<file path="config.mk">
export PLATFORM = sky130hd
export DESIGN_NAME = l2_arbiter_flat
export DESIGN_NICKNAME = d
export VERILOG_FILES = /design/src/rtl/l2_arbiter_if.sv /design/src/rtl/l2_arbiter.sv /design/src/flat_wrapper.sv
export SDC_FILE = /design/constraint.sdc
export NUM_CORES = 1
export LEC_CHECK = 0
export CAP_MARGIN = 0
export CORE_AREA = 4 4 271 273
export CTS_BUF_LIST = sky130_fd_sc_hd__clkbuf_8
export DETAILED_ROUTE_END_ITERATION = 7
export DIE_AREA = 0 0 275 277
export HOLD_SLACK_MARGIN = 0.02
export PLACE_DENSITY_LB_ADDON = 0.25
export SLEW_MARGIN = 20
export SYNTH_ARGS = -nofsm -noshare
export SYNTH_HDL_FRONTEND = slang
export SYNTH_SLANG_ARGS = --single-unit
</file>
<file path="constraint.sdc">
create_clock -name clk -period 3 [get_ports clk]
set_clock_uncertainty 0.1 [all_clocks]
set_input_delay 0.45 -clock clk [delete_from_list [all_inputs] [get_ports clk]]
set_output_delay 0.45 -clock clk [all_outputs]
set_load 0.01 [all_outputs]
</file>
<file path="src/rtl/l2_arbiter_if.sv">
// rtl/l2_arbiter_if.sv - L1/L2 request and response bundle for the L2 arbiter
interface l2_arbiter_if;
  // I-cache side
  logic         i_read;
  logic [15:0]  i_address;
  logic         i_resp;
  logic [127:0] i_rdata;
  // D-cache side
  logic         d_read;
  logic         d_write;
  logic [15:0]  d_address;
  logic [127:0] d_wdata;
  logic         d_resp;
  logic [127:0] d_rdata;
  // L2 side
  logic         l2_read;
  logic         l2_write;
  logic [15:0]  mem_address;
  logic [127:0] l2_wdata;
  logic         l2_resp;
  logic [127:0] l2_mem_rdata;

  // Arbiter view: takes L1 requests and L2 responses, drives the rest.
  modport slave (
    input  i_read, i_address, d_read, d_write, d_address, d_wdata,
    input  l2_resp, l2_mem_rdata,
    output i_resp, i_rdata, d_resp, d_rdata,
    output l2_read, l2_write, mem_address, l2_wdata
  );

  // Environment view: the L1 caches and the L2 controller.
  modport master (
    output i_read, i_address, d_read, d_write, d_address, d_wdata,
    output l2_resp, l2_mem_rdata,
    input  i_resp, i_rdata, d_resp, d_rdata,
    input  l2_read, l2_write, mem_address, l2_wdata
  );
endinterface

</file>
<file path="src/rtl/l2_arbiter.sv">
// rtl/l2_arbiter.sv - two-port I/D to L2 arbiter; L2_ARB_RR_EN selects round-robin over fixed D priority
module l2_arbiter (
  input  logic         clk,
  input  logic         rst_n,
  l2_arbiter_if.slave  bus
);

  typedef enum logic [1:0] {IDLE, I_BUSY, D_BUSY, RESP} state_t;

  state_t       r_state;
  logic         r_owner;        // 0 = I-cache, 1 = D-cache
  logic         r_l2_read;
  logic         r_l2_write;
  logic         r_i_resp;
  logic         r_d_resp;
  logic [15:0]  r_mem_address;
  logic [127:0] r_l2_wdata;
  logic [127:0] r_ret_data;

`ifdef L2_ARB_RR_EN
  logic         r_last_grant;   // 0 = I last won, 1 = D last won
`endif

  logic         w_i_req;
  logic         w_d_req;
  logic         w_grant_d;
  logic         w_d_wr;

  assign w_i_req = bus.i_read;
  assign w_d_req = bus.d_read | bus.d_write;
  // A D request with both read and write high is treated as a writeback.
  assign w_d_wr  = w_grant_d & bus.d_write;

  // Pick the winner among the current requests (only acted on in IDLE).
  always_comb begin
    w_grant_d = 1'b0;
    if (w_i_req && w_d_req) begin
`ifdef L2_ARB_RR_EN
      w_grant_d = ~r_last_grant;
`else
      w_grant_d = 1'b1;
`endif
    end else begin
      w_grant_d = w_d_req;
    end
  end

  // Arbiter FSM with registered L2 request and L1 response outputs.
  always_ff @(posedge clk or negedge rst_n) begin
    if (!rst_n) begin
      r_state       <= IDLE;
      r_owner       <= 1'b0;
      r_l2_read     <= 1'b0;
      r_l2_write    <= 1'b0;
      r_i_resp      <= 1'b0;
      r_d_resp      <= 1'b0;
      r_mem_address <= 16'h0000;
      r_l2_wdata    <= '0;
      r_ret_data    <= '0;
`ifdef L2_ARB_RR_EN
      r_last_grant  <= 1'b0;
`endif
    end else begin
      r_i_resp <= 1'b0;
      r_d_resp <= 1'b0;
      case (r_state)
        IDLE: begin
          if (w_i_req || w_d_req) begin
            r_owner       <= w_grant_d;
            r_mem_address <= w_grant_d ? bus.d_address : bus.i_address;
            if (w_d_wr) begin
              r_l2_wdata <= bus.d_wdata;
            end
            r_l2_read     <= ~w_d_wr;
            r_l2_write    <= w_d_wr;
            r_state       <= w_grant_d ? D_BUSY : I_BUSY;
`ifdef L2_ARB_RR_EN
            r_last_grant  <= w_grant_d;
`endif
          end
        end
        I_BUSY, D_BUSY: begin
          // L1 inputs are ignored here; address and write line stay latched.
          if (bus.l2_resp) begin
            r_ret_data <= bus.l2_mem_rdata;
            r_l2_read  <= 1'b0;
            r_l2_write <= 1'b0;
            r_i_resp   <= ~r_owner;
            r_d_resp   <= r_owner;
            r_state    <= RESP;
          end
        end
        RESP: begin
          // The L1 drops its request after seeing resp, so never re-grant here.
          r_state <= IDLE;
        end
        default: begin
          r_state <= IDLE;
        end
      endcase
    end
  end

  assign bus.l2_read     = r_l2_read;
  assign bus.l2_write    = r_l2_write;
  assign bus.mem_address = r_mem_address;
  assign bus.l2_wdata    = r_l2_wdata;
  assign bus.i_resp      = r_i_resp;
  assign bus.d_resp      = r_d_resp;
  assign bus.i_rdata     = r_ret_data;
  assign bus.d_rdata     = r_ret_data;

endmodule

</file>
<file path="src/flat_wrapper.sv">
// flat-port wrapper written by rule: the top's interface ports become plain ports
module l2_arbiter_flat 
  (clk, rst_n, bus_i_read, bus_i_address, bus_d_read, bus_d_write, bus_d_address, bus_d_wdata, bus_l2_resp, bus_l2_mem_rdata, bus_i_resp, bus_i_rdata, bus_d_resp, bus_d_rdata, bus_l2_read, bus_l2_write, bus_mem_address, bus_l2_wdata);
  l2_arbiter_if bus_i ();
  input  logic clk;
  input  logic rst_n;
  input wire logic [$bits(bus_i.i_read)-1:0] bus_i_read;
  input wire logic [$bits(bus_i.i_address)-1:0] bus_i_address;
  input wire logic [$bits(bus_i.d_read)-1:0] bus_d_read;
  input wire logic [$bits(bus_i.d_write)-1:0] bus_d_write;
  input wire logic [$bits(bus_i.d_address)-1:0] bus_d_address;
  input wire logic [$bits(bus_i.d_wdata)-1:0] bus_d_wdata;
  input wire logic [$bits(bus_i.l2_resp)-1:0] bus_l2_resp;
  input wire logic [$bits(bus_i.l2_mem_rdata)-1:0] bus_l2_mem_rdata;
  output wire logic [$bits(bus_i.i_resp)-1:0] bus_i_resp;
  output wire logic [$bits(bus_i.i_rdata)-1:0] bus_i_rdata;
  output wire logic [$bits(bus_i.d_resp)-1:0] bus_d_resp;
  output wire logic [$bits(bus_i.d_rdata)-1:0] bus_d_rdata;
  output wire logic [$bits(bus_i.l2_read)-1:0] bus_l2_read;
  output wire logic [$bits(bus_i.l2_write)-1:0] bus_l2_write;
  output wire logic [$bits(bus_i.mem_address)-1:0] bus_mem_address;
  output wire logic [$bits(bus_i.l2_wdata)-1:0] bus_l2_wdata;
  assign bus_i.i_read = bus_i_read;
  assign bus_i.i_address = bus_i_address;
  assign bus_i.d_read = bus_d_read;
  assign bus_i.d_write = bus_d_write;
  assign bus_i.d_address = bus_d_address;
  assign bus_i.d_wdata = bus_d_wdata;
  assign bus_i.l2_resp = bus_l2_resp;
  assign bus_i.l2_mem_rdata = bus_l2_mem_rdata;
  assign bus_i_resp = bus_i.i_resp;
  assign bus_i_rdata = bus_i.i_rdata;
  assign bus_d_resp = bus_i.d_resp;
  assign bus_d_rdata = bus_i.d_rdata;
  assign bus_l2_read = bus_i.l2_read;
  assign bus_l2_write = bus_i.l2_write;
  assign bus_mem_address = bus_i.mem_address;
  assign bus_l2_wdata = bus_i.l2_wdata;
  l2_arbiter u_core (.clk(clk), .rst_n(rst_n), .bus(bus_i));
endmodule
</file>
# Word-level counts from Yosys, hierarchy flattened

Cells that the tools add are included.

Equal/unequal tests: 5
Mux-type cells: 15
Bitwise gates (word level): 4
Reductions and logical operators: 10

Operators with widths:

| cell               | count |
|---|---|
| $mux 16            | 1 |
| $mux 1             | 8 |
| $mux 2             | 3 |
| $pmux 2 s3         | 1 |
| $reduce_and 2->1   | 3 |
| $reduce_and 3->1   | 2 |
| $eq 2x2->1 const B | 2 |
| $pmux 1 s2         | 2 |
| $eq 2x1->1 const B | 1 |
| $logic_not 2->1    | 1 |
| $ne 2x1->1 const B | 1 |
| $ne 2x2->1 const B | 1 |
| $not 1->1          | 2 |
| $reduce_bool 2->1  | 1 |
| $reduce_or 2->1    | 1 |
| $and 1x1->1        | 1 |
| $logic_and 1x1->1  | 1 |
| $logic_or 1x1->1   | 1 |
| $or 1x1->1         | 1 |

Bits in registers: 279
Output and inout port bits: 404
Word-level logic and storage cells: 43
Bits of input ports: 294

# Depth between registers and ports, before layout

Depth in word-level cells: 7
Gate-level depth with buffers: 7
Depth with buffers taken out: 5

# Worst setup path after synthesis

No wires, ideal clock.

Path kind: reg-to-reg
From: reg u_core.r_state[0]
To: reg u_core.r_ret_data[88] (netlist: u_core.bus.d_rdata[88])
Data required time: 2.775 ns
Data arrival time: 1.574 ns
Path buffers: 2
Setup time: 0.125 ns
Path slack: 1.201 ns
Clock period less this slack: 1.799 ns
Cell stages (with the launch flop): 7
Path through: dfrtp_1 inv_1 ha_1 nand2_1 buf_2 buf_2 mux2_2

Longest elaborated chain between the ends: 3
Elaborated cells on any way between the ends: 4
Classes of those cells: eq/ne: 2; reduce/logical: 2

Ends and longest elaborated chain:

| what                                     | RTL line         | RTL |
|---|---|---|
| from (decl)                              | l2_arbiter.sv:10 | `state_t r_state;` |
| from (signal assigned)                   | l2_arbiter.sv:76 | `r_state <= w_grant_d ? D_BUSY : I_BUSY;` |
| $eq 2x1->1 or $eq 2x2->1 (tied branches) | l2_arbiter.sv:66 | `case (r_state)` |
| $reduce_or 2->1 (*)                      | l2_arbiter.sv:66 |  |
| $reduce_and 2->1 (no line) (*)           | -                |  |
| to (signal assigned)                     | l2_arbiter.sv:85 | `r_ret_data <= bus.l2_mem_rdata;` |
| to (decl)                                | l2_arbiter.sv:18 | `logic [127:0] r_ret_data;` |

Every way passes the cells marked *; elsewhere a longest branch is shown, timed or not.
A chain may end at the register's enable or synchronous reset.

# Final worst setup path

From: reg u_core.r_l2_wdata[22] (netlist: u_core.bus.l2_wdata[22])
To: out bus_l2_wdata[22]

RTL lines:

| what                   | RTL line           | RTL |
|---|---|---|
| from (decl)            | l2_arbiter.sv:17   | `logic [127:0] r_l2_wdata;` |
| from (signal assigned) | l2_arbiter.sv:72   | `r_l2_wdata <= bus.d_wdata;` |
| to (decl)              | flat_wrapper.sv:22 | `output wire logic [$bits(bus_i.l2_wdata)-1:0] bus_l2_wdata;` |

No word-level cell between the ends.

==> reports/qor.csv <==
stage,metric,value,unit
yosys,synthCells,773,
route,first_pass_iters,4,
timing,setup_viol,0,
placed_design,portBuffers,697,
layout,n_antenna_cell,0,
min_path,hold_class,in -> reg,
timing,slew_headroom,52.0,%
yosys,async_flop_share,100,%
worst_setup_path,crit_path_start,u_core.bus.l2_wdata[22]$_DFFE_PN0P_,
worst_setup_path,crit_path_max_incr_delay,0.70,ns
timing,worstMarginPinSlew,0.720,ns
route,routedWlPerCell,17.5,um
cts,path_clk_slew,0.06,ns
cts,cts_resized,0,
worst_setup_path,worstRegToRegCells,5,
cts,clock_latency,0.59,ns
yosys,synth.most_common_cell,dfrtp_1,
worst_setup_path,cp_num_cells,1,
timing,fin_setup_tns,0,ns
route,via_per_inst,3.50,
cts,holdBufCountCts,1,
pwr,ir_drop,0.493,mV
yosys,syn_nets,1069,
timing,layout_min_cycle_time,2.18,ns
worst_setup_path,cp-start-kind,register,
placed_design,dpl_cell_area,0.0189,mm2
layout,finalNetCount,1691,
cts,post-cts-setup-buffer-count,0,
yosys,syn_area_per_cell,14.9,um2
floorplan,initial_core_util,16.1,%
route,via_count,8340,
cts,cts_buffers,53,
route,drc,0,
pwr,power_density,1110,mW/mm2
yosys,yosys_most_used_dff,dfrtp_1,
worst_setup_path,crit_arrival,1.63,ns
worst_setup_path,path_class,reg -> out,
grt,grt_max_degree,78,
layout,fill_cells,7236,
placed_design,place_ws,0.587,ns
route,finalWirelength,41700,um
worst_setup_path,cp-end-kind,output pin,
yosys,synth_seq_cells,279,
floorplan,die-area,0.0762,mm2
cts,cts_htree_levels,2,
layout,drive_gt1_share,18.7,%
timing,max_freq,458,MHz
yosys,synth-edff-count,0,
yosys,ys_top_cells_by_count,"dfrtp_1 (279), mux2_2 (156), buf_4 (130)",
cts,max-clock-path-buffers,3,
yosys,synth_top_area_cell,dfrtp_1,
worst_setup_path,rrSetupSlack,0.82,ns
worst_setup_path,crit_chain,clkdlybuf4s50_1,
outcome,status,"complete, no violations",
placed_design,place_congestion,0.742,
timing,finalMaxSlewViolations,0,
grt,grtUsageTotal,10.5,%
route,ant_nets,0,
yosys,synthTopCellsByArea,"dfrtp_1 (61%), mux2_2 (15%), mux2_1 (9.9%), buf_4 (8.5%), mux2i_1 (1.6%)",
grt,antenna_found_initial,0,
floorplan,io_pins,698,
grt,grt_pass1_vias,9402,
timing,rsz0062_at_grt,false,
worst_setup_path,endpoint,bus_l2_wdata[22],
worst_setup_path,reg2reg_to,u_core.bus.d_rdata[98]$_DFFE_PN0P_,
worst_setup_path,crit_family,buffers and inverters,
yosys,synth_area,0.0115,mm2
run,drv_cap,0,
timing,period_share,72.8,%
grt,grt_overflow,0,
worst_setup_path,cp.required,2.45,ns
worst_setup_path,critPathBufInv,1,
placed_design,dp_hpwl,32800,um
cts,cts_root_buf,clkbuf_8,
floorplan,die_y,277,um
worst_setup_path,rr_startpoint,u_core.r_state[0]$_DFFE_PN0P_,
route,drt_iter0_markers,167,
timing,worst_slack,0.815,ns
floorplan,die_w,275,um
yosys,synth_top_area_share,60.8,%
pwr,fin_total_pwr,22300,uW
yosys,yosysWarnings,0,
cts,cts_tree,yes,
layout,design_area,0.0200,mm2
worst_setup_path,worst-path-max-fanout,2,
layout,synthToLayoutAreaGrowth,74.6,%
worst_setup_path,cp_slowest_cell,clkdlybuf4s50_1,
timing,hold_viol_final,0,
grt,grt_first_pass_wirelength,60800,um
pwr,p_leak,0.00819,uW
floorplan,rows,98,
floorplan,core_area,0.0711,mm2
yosys,ys_seq_area_share,60.8,%
yosys,synthDistinctLibCells,23,
layout,final_core_util,28.2,%
cts,clock_sinks,279,
worst min-delay path by stage:
stage                                                 from                                endpoint  slack, ns  cells after the start
floorplan                                            rst_n       u_core.bus.d_rdata[0]$_DFFE_PN0P_       0.05                      0
global placement    u_core.bus.mem_address[11]$_DFFE_PN0P_  u_core.bus.mem_address[11]$_DFFE_PN0P_       0.36                      2
detailed placement              u_core.r_owner$_DFFE_PN0P_             u_core.bus.i_resp$_DFF_PN0_       0.38                      1
CTS                                        bus_d_wdata[26]     u_core.bus.l2_wdata[26]$_DFFE_PN0P_       0.25                      2
global route                               bus_d_wdata[18]     u_core.bus.l2_wdata[18]$_DFFE_PN0P_       0.26                      2
finish                                     bus_d_wdata[56]     u_core.bus.l2_wdata[56]$_DFFE_PN0P_       0.34                      2
layer usage:
metal	vias up	routed length (um)	global-route usage, %	share of wire, %
met3	56	4570	4.57	11
li1	3775	-	-	-
met1	4068	14100	10.2	34
met2	441	22100	19.9	53
met5	-	0	0	0
met4	0	914	2.91	2.2
cell usage in the layout (no fill, tap or decap), types with 8 or more instances in the layout:
cell             count
inv_1               20
clkdlybuf4s50_1    696
dfrtp_1            279
o21ai_0             17
mux2_1             101
clkbuf_8            70
buf_4               21
buf_12               8
nand2_1             19
mux2_2             156
mux2i_1             18
cell type report:
class / instances / area [um2] / area share [%]
multi-input combinational: 330 / 3380 / 16.9
timing repair buffer: 727 / 7310 / 36.5
clock inverter: 25 / 205 / 1.02
inverter: 4 / 15.0 / 0.0749
sequential: 279 / 6980 / 34.8
tap: 950 / 1190 / 5.93
clock buffer: 70 / 963 / 4.81
where the power goes:
group / total, uW / internal [uW] / switching [uW]
Combinational: 11100 / 6890 / 4230
Clock: 4090 / 2410 / 1680
Sequential: 7120 / 5720 / 1400
Total: 22300 / 15000 / 7310
metrics by stage:
stage	hold WS [ns]	std cells
finish	0.343	2385
global route	0.260	2385
CTS	0.247	2385
detailed placement	0.376	2289
global placement	0.362	2289
floorplan	0.0544	773
state kept, by name, summed over array words and instances (netlist names):
| register | flops |
|---|---|
| u_core.bus.d_rdata | 128 |
| u_core.bus.d_resp | 1 |
| u_core.bus.i_resp | 1 |
| u_core.bus.l2_read | 1 |
| u_core.bus.l2_wdata | 128 |
| u_core.bus.l2_write | 1 |
| u_core.bus.mem_address | 16 |
| u_core.r_owner | 1 |
| u_core.r_state | 2 |
kinds of logic (layout without fill, tap and decap cells):
kind of cell / count (synthesis) / after routing / synth area share (%)
flip-flops: 279 / 279 / 60.8
multiplexers: 275 / 275 / 26.8
AND/OR/NAND/NOR: 29 / 29 / 1.12
AO/OA/AOI/OAI: 24 / 24 / 1.16
adder cells (fa/ha/maj): 2 / 2 / 0.218
buffers and inverters: 164 / 826 / 9.93
Power figures use the tool's default switching activity.
